[src/rtl/netlist_net_collector.sv]
// netlist_net_collector
// Buffers an instance-major {instance, pin, net} record stream, then re-emits
// it net-major: ascending net id, arrival order within a net.
// Optional build macro NETCOL_DANGLING_DROP_EN: each net gets a count pass
// before its emit pass, and nets with fewer than two pins are suppressed.
module netlist_net_collector #(
   parameter int unsigned INST_W   = 8,
   parameter int unsigned PIN_W    = 3,
   parameter int unsigned NET_W    = 4,
   parameter int unsigned NUM_NETS = 16,
   parameter int unsigned MAX_RECS = 64
) (
   input  logic              clk,
   input  logic              rst,
   input  logic              in_valid,
   output logic              in_ready,
   input  logic [INST_W-1:0] in_inst,
   input  logic [PIN_W-1:0]  in_pin,
   input  logic [NET_W-1:0]  in_net,
   input  logic              in_last,
   output logic              out_valid,
   input  logic              out_ready,
   output logic [INST_W-1:0] out_inst,
   output logic [PIN_W-1:0]  out_pin,
   output logic [NET_W-1:0]  out_net,
   output logic              out_first,
   output logic              done,
   output logic              err_overflow,
   output logic              err_range
);

   localparam int unsigned CNT_W = $clog2(MAX_RECS + 1);
   localparam int unsigned ADR_W = (MAX_RECS > 1) ? $clog2(MAX_RECS) : 1;
   localparam int unsigned REC_W = INST_W + PIN_W + NET_W;

   typedef enum logic [1:0] {S_LOAD, S_SCAN, S_DONE} state_t;

   state_t           r_state;
   logic [REC_W-1:0] r_mem [MAX_RECS];
   logic [CNT_W-1:0] r_cnt;
   logic [ADR_W-1:0] r_a;
   logic [NET_W-1:0] r_n;
   logic             r_prep;   // first SCAN cycle: initialise scan counters
   logic             r_end;    // scan exhausted, leave once the output drains
   logic             r_got;    // current net already emitted a pin
   logic             r_fresh;  // next accepted record starts a new load
`ifdef NETCOL_DANGLING_DROP_EN
   logic             r_emit_ph;
   logic [1:0]       r_pcnt;
   logic [1:0]       w_pc_next;
`endif

   logic             w_xfer, w_bad_net, w_full, w_store;
   logic [REC_W-1:0] w_rec;
   logic             w_match, w_a_last, w_n_last, w_stall;

   assign w_xfer    = in_valid && in_ready;
   assign w_bad_net = 32'(in_net) >= NUM_NETS;
   assign w_full    = (r_cnt == CNT_W'(MAX_RECS));
   assign w_store   = w_xfer && !w_bad_net && !w_full;
   assign w_rec     = r_mem[r_a];
   assign w_match   = (w_rec[NET_W-1:0] == r_n);
   assign w_a_last  = (CNT_W'(r_a) == r_cnt - CNT_W'(1));
   assign w_n_last  = (r_n == NET_W'(NUM_NETS - 1));
   // Scan progress freezes while a registered output awaits its handshake
   assign w_stall   = out_valid && !out_ready;

`ifdef NETCOL_DANGLING_DROP_EN
   // Saturating pin count for the net being counted (only "0, 1, >=2" matters)
   always_comb begin
      w_pc_next = r_pcnt;
      if (w_match && (r_pcnt != 2'd2)) w_pc_next = r_pcnt + 2'd1;
   end
`endif

   // Record buffer write, stored at the current count
   always_ff @(posedge clk) begin
      if (w_store) r_mem[r_cnt[ADR_W-1:0]] <= {in_inst, in_pin, in_net};
   end

   // Control FSM with registered outputs
   always_ff @(posedge clk or posedge rst) begin
      if (rst) begin
         r_state      <= S_LOAD;
         in_ready     <= 1'b1;
         out_valid    <= 1'b0;
         out_inst     <= '0;
         out_pin      <= '0;
         out_net      <= '0;
         out_first    <= 1'b0;
         done         <= 1'b0;
         err_overflow <= 1'b0;
         err_range    <= 1'b0;
         r_cnt        <= '0;
         r_a          <= '0;
         r_n          <= '0;
         r_prep       <= 1'b0;
         r_end        <= 1'b0;
         r_got        <= 1'b0;
         r_fresh      <= 1'b1;
`ifdef NETCOL_DANGLING_DROP_EN
         r_emit_ph    <= 1'b0;
         r_pcnt       <= '0;
`endif
      end else begin
         done <= 1'b0;
         case (r_state)
            S_LOAD: begin
               if (w_xfer) begin
                  if (r_fresh) begin
                     err_overflow <= 1'b0;
                     err_range    <= 1'b0;
                     r_fresh      <= 1'b0;
                  end
                  if (w_bad_net)   err_range    <= 1'b1;
                  else if (w_full) err_overflow <= 1'b1;
                  else             r_cnt        <= r_cnt + CNT_W'(1);
                  if (in_last) begin
                     r_state  <= S_SCAN;
                     in_ready <= 1'b0;
                     r_prep   <= 1'b1;
                  end
               end
            end
            S_SCAN: begin
               if (r_prep) begin
                  r_prep <= 1'b0;
                  r_end  <= (r_cnt == '0);
                  r_a    <= '0;
                  r_n    <= '0;
                  r_got  <= 1'b0;
`ifdef NETCOL_DANGLING_DROP_EN
                  r_emit_ph <= 1'b0;
                  r_pcnt    <= '0;
`endif
               end else if (!w_stall) begin
                  out_valid <= 1'b0;
                  out_first <= 1'b0;
                  if (r_end) begin
                     r_state <= S_DONE;
                     done    <= 1'b1;
                  end else begin
`ifdef NETCOL_DANGLING_DROP_EN
                     if (!r_emit_ph) begin
                        // Count pass: emit pass follows only for nets with >= 2 pins
                        if (w_a_last) begin
                           r_a    <= '0;
                           r_pcnt <= '0;
                           if (w_pc_next == 2'd2) r_emit_ph <= 1'b1;
                           else begin
                              r_got <= 1'b0;
                              if (w_n_last) r_end <= 1'b1;
                              else          r_n   <= r_n + NET_W'(1);
                           end
                        end else begin
                           r_a    <= r_a + ADR_W'(1);
                           r_pcnt <= w_pc_next;
                        end
                     end else begin
                        if (w_match) begin
                           out_valid <= 1'b1;
                           out_inst  <= w_rec[REC_W-1 -: INST_W];
                           out_pin   <= w_rec[NET_W +: PIN_W];
                           out_net   <= w_rec[NET_W-1:0];
                           out_first <= !r_got;
                           r_got     <= 1'b1;
                        end
                        if (w_a_last) begin
                           r_a       <= '0;
                           r_emit_ph <= 1'b0;
                           r_got     <= 1'b0;
                           if (w_n_last) r_end <= 1'b1;
                           else          r_n   <= r_n + NET_W'(1);
                        end else begin
                           r_a <= r_a + ADR_W'(1);
                        end
                     end
`else
                     if (w_match) begin
                        out_valid <= 1'b1;
                        out_inst  <= w_rec[REC_W-1 -: INST_W];
                        out_pin   <= w_rec[NET_W +: PIN_W];
                        out_net   <= w_rec[NET_W-1:0];
                        out_first <= !r_got;
                        r_got     <= 1'b1;
                     end
                     if (w_a_last) begin
                        r_a   <= '0;
                        r_got <= 1'b0;
                        if (w_n_last) r_end <= 1'b1;
                        else          r_n   <= r_n + NET_W'(1);
                     end else begin
                        r_a <= r_a + ADR_W'(1);
                     end
`endif
                  end
               end
            end
            S_DONE: begin
               r_cnt    <= '0;
               in_ready <= 1'b1;
               r_fresh  <= 1'b1;
               r_state  <= S_LOAD;
            end
            default: r_state <= S_LOAD;
         endcase
      end
   end

endmodule

[config.mk]
export PLATFORM = sky130hd
export DESIGN_NAME = netlist_net_collector
export DESIGN_NICKNAME = d
export VERILOG_FILES = /design/src/rtl/netlist_net_collector.sv
export SDC_FILE = /design/constraint.sdc
export NUM_CORES = 1
export LEC_CHECK = 0
export BUFFER_PORTS_ARGS = -buffer_cell sky130_fd_sc_hd__buf_2
export CORE_AREA = 4 4 340 342
export DETAILED_ROUTE_END_ITERATION = 16
export DIE_AREA = 0 0 344 346
export PLACE_DENSITY = 0.57
export SLEW_MARGIN = 25
export SYNTH_ARGS = -nofsm -noshare
export SYNTH_HDL_FRONTEND = slang
export SYNTH_SLANG_ARGS = --single-unit
[constraint.sdc]
create_clock -name clk -period 3.9 [get_ports clk]
set_input_delay 0.195 -clock clk [delete_from_list [all_inputs] [get_ports clk]]
set_output_delay 0.195 -clock clk [all_outputs]
set_load 0.03 [all_outputs]
==> flow_summary.ini, run 1 <==
[status]
status = finished, final reports clean

[grt]
antenna_found_initial = 8
grt_pass1_vias = 19136
overflow = 0
grtUsageTotal_pct = 16.9
grt_pass1_wl_um = 144000
grt_max_degree = 65

[worst_setup_path]
r2r_cells = 9
cp_data_arrival_time_ns = 4.17
cp_num_buf_inv = 2
cpLargestDelayFamily = compound AO/OA/AOI/OAI gates
r2r_end = out_pin[2]$_DFFE_PP0P_
crit_chain = buf_4 -> mux4_2 -> o21ai_0 -> a22o_1 -> xnor2_1 -> o41a_1 -> nor4_4 -> buf_12 -> mux2_2
crit_path_end_kind = flop
r2r_start = r_a[1]$_DFFE_PP0P_
critPathKind = reg -> reg
startpoint_type = flop
rrSetupSlack_ns = 0.28
cpMaxStageDelayCell = dfrtp_4
slowest_delay_ns = 0.68
worst_ep_required_time_ns = 4.45
crit_path_max_fanout = 21

[die]
dieArea_mm2 = 0.119
die_h_um = 346
core_area_mm2 = 0.112
die_w_um = 344
rows = 123
start_util_pct = 34.8
io_pins = 41

[layout]
finalNetCount = 1977
syn2layout_area_growth_pct = 16.0
register_area_mm2 = 0.0299
fin_util_pct = 40.4
drive_gt1_share_pct = 30.8
final_cells = 3543
multi_input_area_mm2 = 0.00873
fillers = 9888

[sta]
relSlewSlack_pct = 46.3
period_share_pct = 92.9
layout_setup_ws_ns = 0.275
hold_slack_ns = 0.0653
skew_ns = 0.0397
finalSetupViolations = 0
max_freq_ghz = 0.276
rsz0062_at_grt = false
post-route-min-period_ns = 3.62
worstMarginPinSlew_ns = 0.806
hold_viol = 0
drv_slew = 0
tns_ns = 0

[cts]
clkSinkCount = 1003
cts_root_buf = clkbuf_16
path_clk_slew_ns = 0.06
postCtsResizedCells = 0
post-cts-setup-buffers = 0
cts_htree_levels = 3
cts_tree = yes
clockBufferDepth = 3
clock_latency_ns = 0.68
cts_buffers = 102

[logic_synthesis]
yosys.area_share.simple_pct = 2.31
synth.top_cells.by_count = edfxtp_1, mux4_2, nor2_1
synthMuxAreaShare_pct = 17.4
synth_compound_area_share_pct = 1.79
synth-seq-cells = 1003
synth_area_leaders = edfxtp_1, mux4_2, dfrtp_1
synth_async_sr_flop_share_pct = 4.29
synth_xor_area_share_pct = 0.470
synthFlopType = edfxtp_1
syn-instance-count = 1775
synth_fp_nets = 1800
yosysWarnings = 0
synth_top_cell_by_area = edfxtp_1
netlist_area_mm2 = 0.0392
yosysTopAreaCellShare_pct = 73.6
synthMostInstantiatedCell = edfxtp_1
synth_cell_type_count = 54
ys_seq_area_share_pct = 76.4
synth_edf_count = 960
synth_area_per_cell_um2 = 22.1
synth_top_family_by_area = multiplexers
synthAdderAreaFrac_pct = 0.160

[pwr]
combPwrFrac_pct = 25.7
p_sw_uw = 8680
power.share.clock_pct = 33.3
ir_worst_vdd_v = 0.000377
leakage_uw = 0.0144
netSwitchingFraction_pct = 28.8
p_int_uw = 21500
p_per_area_mw_per_mm2 = 664
p_seq_share_pct = 41.0

[placed_design]
routabilityCongestion = 0.852
dp_cells = 3345
port_buffers = 39
dp_slack_ns = 0.320
hpwl_um = 61900

[detailed_routing]
drtAntennaViolNets = 0
routed_wl_um = 102000
vias = 19020
drt_iter0_markers = 2077
viasPerCell = 5.37
wl_per_cell_um = 28.7
drt_pre_antenna_iters = 5
route.detailed.drc = 0

[min_path]
min_path_cells = 1
hp-start = in_inst[6]
hold_end = r_mem[16][13]$_DFFE_PP_
hp-class = in -> reg

[job]
drv_cap = 0
## sequential cells by signal (all words and copies together) (netlist names)
| signal | flops |
|---|---|
| r_prep | 1 |
| r_a | 6 |
| r_cnt | 7 |
| r_got | 1 |
| out_valid | 1 |
| r_fresh | 1 |
| r_state | 2 |
| out_first | 1 |
| done | 1 |
| r_n | 4 |
| r_end | 1 |
| err_overflow | 1 |
| out_pin | 3 |
| out_inst | 8 |
| in_ready | 1 |
| r_mem | 960 |
| out_net | 4 |
## cell families after synthesis
logic type,Yosys count
and+or+nand+nor,191
other,1
AOI/OAI and AO/OA,102
adders and majority gates,5
DFF,1003
xor gates and xnor gates,21
muxes,344
buffers and inverters,108
## power groups by stage
stage                     registers (µW)  logic, µW  clock network (µW)
final                              12400       7750               10000
after global placement             12600       7790                   0
after detailed placement           12600       7850                   0
after global routing               12400       8190               10700
after CTS                          12300       7870               10200
after floorplan                    12400       5280                   0
## metal layers
layer | wire length (µm) | track usage [%] | vias up
met5 | 13 | 0 | -
met3 | 7570 | 3.27 | 127
met1 | 43200 | 24.3 | 10315
met2 | 48800 | 26.9 | 763
met4 | 1930 | 4.06 | 2
li1 | - | - | 7813
## layout make-up
class                           instances  area share [%]
Timing Repair Buffer                  171            2.93
Inverter                               10          0.0937
Multi-Input combinational cell        664            19.2
Tap cell                             1500            4.13
Clock buffer                          126            5.91
Antenna cell                            3          0.0165
Clock inverter                         66            1.77
Sequential cell                      1003            65.9
## worst max-delay path by stage
stage / from / end / slack, ns / cells after the start
global route: r_a[1]$_DFFE_PP0P_ / out_pin[2]$_DFFE_PP0P_ / 0.18 / 9
finish: r_a[1]$_DFFE_PP0P_ / out_pin[2]$_DFFE_PP0P_ / 0.28 / 9
global placement: r_a[1]$_DFFE_PP0P_ / out_inst[7]$_DFFE_PP0P_ / 0.37 / 9
detailed placement: r_a[1]$_DFFE_PP0P_ / out_pin[2]$_DFFE_PP0P_ / 0.32 / 9
floorplan: r_a[0]$_DFFE_PP0P_ / out_inst[1]$_DFFE_PP0P_ / 0.59 / 9
CTS: r_a[1]$_DFFE_PP0P_ / out_pin[2]$_DFFE_PP0P_ / 0.30 / 9
## placed cells by master (no fill, tap or decap), types with 15 or more instances in the layout
cell,instances
o21ai_0,23
dfrtp_1,38
nand2_1,34
edfxtp_1,960
clkbuf_16,103
nor2_1,66
a21oi_1,21
mux4_2,265
buf_4,123
buf_2,35
mux2i_1,61
bufinv_16,15
clkinv_1,24
clkbuf_1,21
nand3_1,21
nor2_2,15
## through the flow
step,power (µW),cell area [µm²]
4_1_cts,30500,45400
6_report,30100,45400
5_1_grt,31300,45400
3_3_place_gp,20400,41900
2_1_floorplan,17700,39200
3_5_place_dp,20400,41900
## what timing repair did
action / in CTS / in global routing
hold buffers: 3 / 0
endpoints found under the setup margin: 0 / 0
hold endpoints to repair: 46 / 0
(Power assumes the default switching activity.)
==> inputs of run 2 (changes only) <==
--- a/config.mk
+++ b/config.mk
@@ -6,10 +6,13 @@
 export NUM_CORES = 1
 export LEC_CHECK = 0
 export BUFFER_PORTS_ARGS = -buffer_cell sky130_fd_sc_hd__buf_2
+export CELL_PAD_IN_SITES_DETAIL_PLACEMENT = 0
+export CELL_PAD_IN_SITES_GLOBAL_PLACEMENT = 1
 export CORE_AREA = 4 4 340 342
+export CTS_BUF_LIST = sky130_fd_sc_hd__clkbuf_8
 export DETAILED_ROUTE_END_ITERATION = 16
 export DIE_AREA = 0 0 344 346
-export PLACE_DENSITY = 0.57
+export PLACE_DENSITY = 0.61
 export SLEW_MARGIN = 25
 export SYNTH_ARGS = -nofsm -noshare
 export SYNTH_HDL_FRONTEND = slang
==> run 2 against run 1 <==
  * Register-to-register slack lost 0.12 ns
  * Power is 5.8% lower
  * Global-route usage fell by 0.12 points
  * Critical path type unchanged
  * Largest cell class unchanged
  * Largest power group unchanged
==> flow_summary.ini, run 2 (same netlist as run 1, synthesis figures left out) <==
[detailed_routing]
drtAntennaViolNets = 0
route.detailed.drc = 0
drt_pre_antenna_iters = 5
drt_iter0_markers = 1757
vias = 19038
routed_wl_um = 100000
viasPerCell = 5.20
wl_per_cell_um = 27.3

[die]
die_w_um = 344
rows = 123
die_h_um = 346
io_pins = 41
core_area_mm2 = 0.112
dieArea_mm2 = 0.119
start_util_pct = 34.8

[sta]
max_freq_ghz = 0.267
hold_slack_ns = 0.114
hold_viol = 0
skew_ns = 0.0492
finalSetupViolations = 0
rsz0062_at_grt = false
drv_slew = 0
relSlewSlack_pct = 44.4
post-route-min-period_ns = 3.75
worstMarginPinSlew_ns = 0.831
period_share_pct = 96.1
tns_ns = 0

[grt]
grtUsageTotal_pct = 16.8
grt_pass1_vias = 19826
grt_pass1_wl_um = 143000
grt_max_degree = 65
antenna_found_initial = 8
overflow = 0

[worst_setup_path]
crit_path_end_kind = flop
startpoint_type = flop
worst_ep_required_time_ns = 4.61
cp_data_arrival_time_ns = 4.46
critPathKind = reg -> reg
crit_path_max_fanout = 17

[placed_design]
hpwl_um = 59100
routabilityCongestion = 0.852
port_buffers = 39

[layout]
syn2layout_area_growth_pct = 15.0
register_area_mm2 = 0.0299
fin_util_pct = 40.1
finalNetCount = 2053
multi_input_area_mm2 = 0.00870
drive_gt1_share_pct = 30.4
fillers = 9996
final_common_cell = edfxtp_1
mostFrequentLayoutCells = edfxtp_1, mux4_2, clkbuf_8, buf_4, nor2_1
largest_reg_flops = 960

[cts]
cts_buffers = 163
clockBufferDepth = 3
cts_root_buf = clkbuf_8
path_clk_slew_ns = 0.07
postCtsResizedCells = 0
clock_latency_ns = 0.83
clkSinkCount = 1003
cts_tree = yes
cts_htree_levels = 4

[job]
drv_cap = 0

[min_path]
hp-class = in -> reg

[pwr]
p_per_area_mw_per_mm2 = 631
leakage_uw = 0.0145
ir_worst_vdd_v = 0.000277

[status]
status = finished, final reports clean
[run 2: cell types whose count changed in the layout (fill, tap and decap cells not counted), sizes merged]
| cell | previous run | this run |
|---|---|---|
| diode | 3 | 2 |
| bufinv | 15 | 4 |
| buf | 168 | 166 |
| dlygate4sd3 | 3 | 20 |
| inv | 13 | 76 |
| clkinvlp | 6 | 1 |
| clkinv | 42 | 64 |
| clkbuf | 126 | 163 |
[run 2: timing repair]
action                                  4_1_cts  5_1_grt
endpoints found under the setup margin        0        1
hold buffers                                 12        8
setup buffers                                 0        1
endpoints found under the hold margin       340      512
[run 2: routing by layer]
metal  vias to the layer above  GRT usage [%]  share of wire (%)
met2                       643           26.6                 48
li1                       8006              -                  -
met3                       173           4.12                6.5
met5                         -              0              0.010
met4                         2           6.03                3.5
met1                     10214           22.7                 42
[run 2: power by group]
group          internal, µW  total [µW]  leakage, µW  switching, µW
Combinational          3600        7660      0.00355           4060
Clock                  4220        8370      0.00174           4150
Sequential            12000       12400      0.00919            396
Total                 19800       28400       0.0145           8610
[run 2: final cells by class]
type                       count  share of cell area, %
antenna                        2                 0.0111
clock buffer                 163                   4.98
clock inverter               135                   1.68
inverter                      10                 0.0862
multi-input combinational    664                   19.3
sequential                  1003                   66.5
tap                         1500                   4.17
timing repair buffer         186                   3.27
[run 2: path summary, 6_finish.rpt]
path	startpoint	end	slack [ns]	depth (start not counted)
worst max-delay path	r_a[0]$_DFFE_PP0P_	out_pin[2]$_DFFE_PP0P_	0.15	10
worst min-delay path	in_inst[5]	r_mem[13][12]$_DFFE_PP_	0.11	2
worst max register to register	r_a[0]$_DFFE_PP0P_	out_pin[2]$_DFFE_PP0P_	0.15	10
worst min register to register	err_overflow$_DFFE_PP0P_	err_overflow$_DFFE_PP0P_	0.47	2
max in group asynchronous	rst	r_a[1]$_DFFE_PP0P_	2.68	5
min in group asynchronous	rst	r_end$_DFFE_PP0P_	0.41	4
[run 2: through the flow]
stage | instance area, µm² | worst slack, ns | instances | total power, µW
floorplan | 39200 | 0.587 | 1775 | 17700
global placement | 41700 | 0.171 | 3342 | 20300
detailed placement | 41800 | 0.157 | 3342 | 20300
CTS | 44900 | 0.126 | 3652 | 28700
global route | 45000 | 0.0733 | 3662 | 29700
finish | 45000 | 0.154 | 3663 | 28400
[run 2: worst max-delay path: stages, from the launching register on]
cell and delay (ns):
dfrtp_4 0.67, buf_16 0.25, and2_1 0.25, a221oi_1 0.40, o21ai_0 0.27, a22o_1 0.31
xnor2_1 0.13, o41a_1 0.47, nor4_4 0.28, buf_12 0.23, mux2_2 0.35
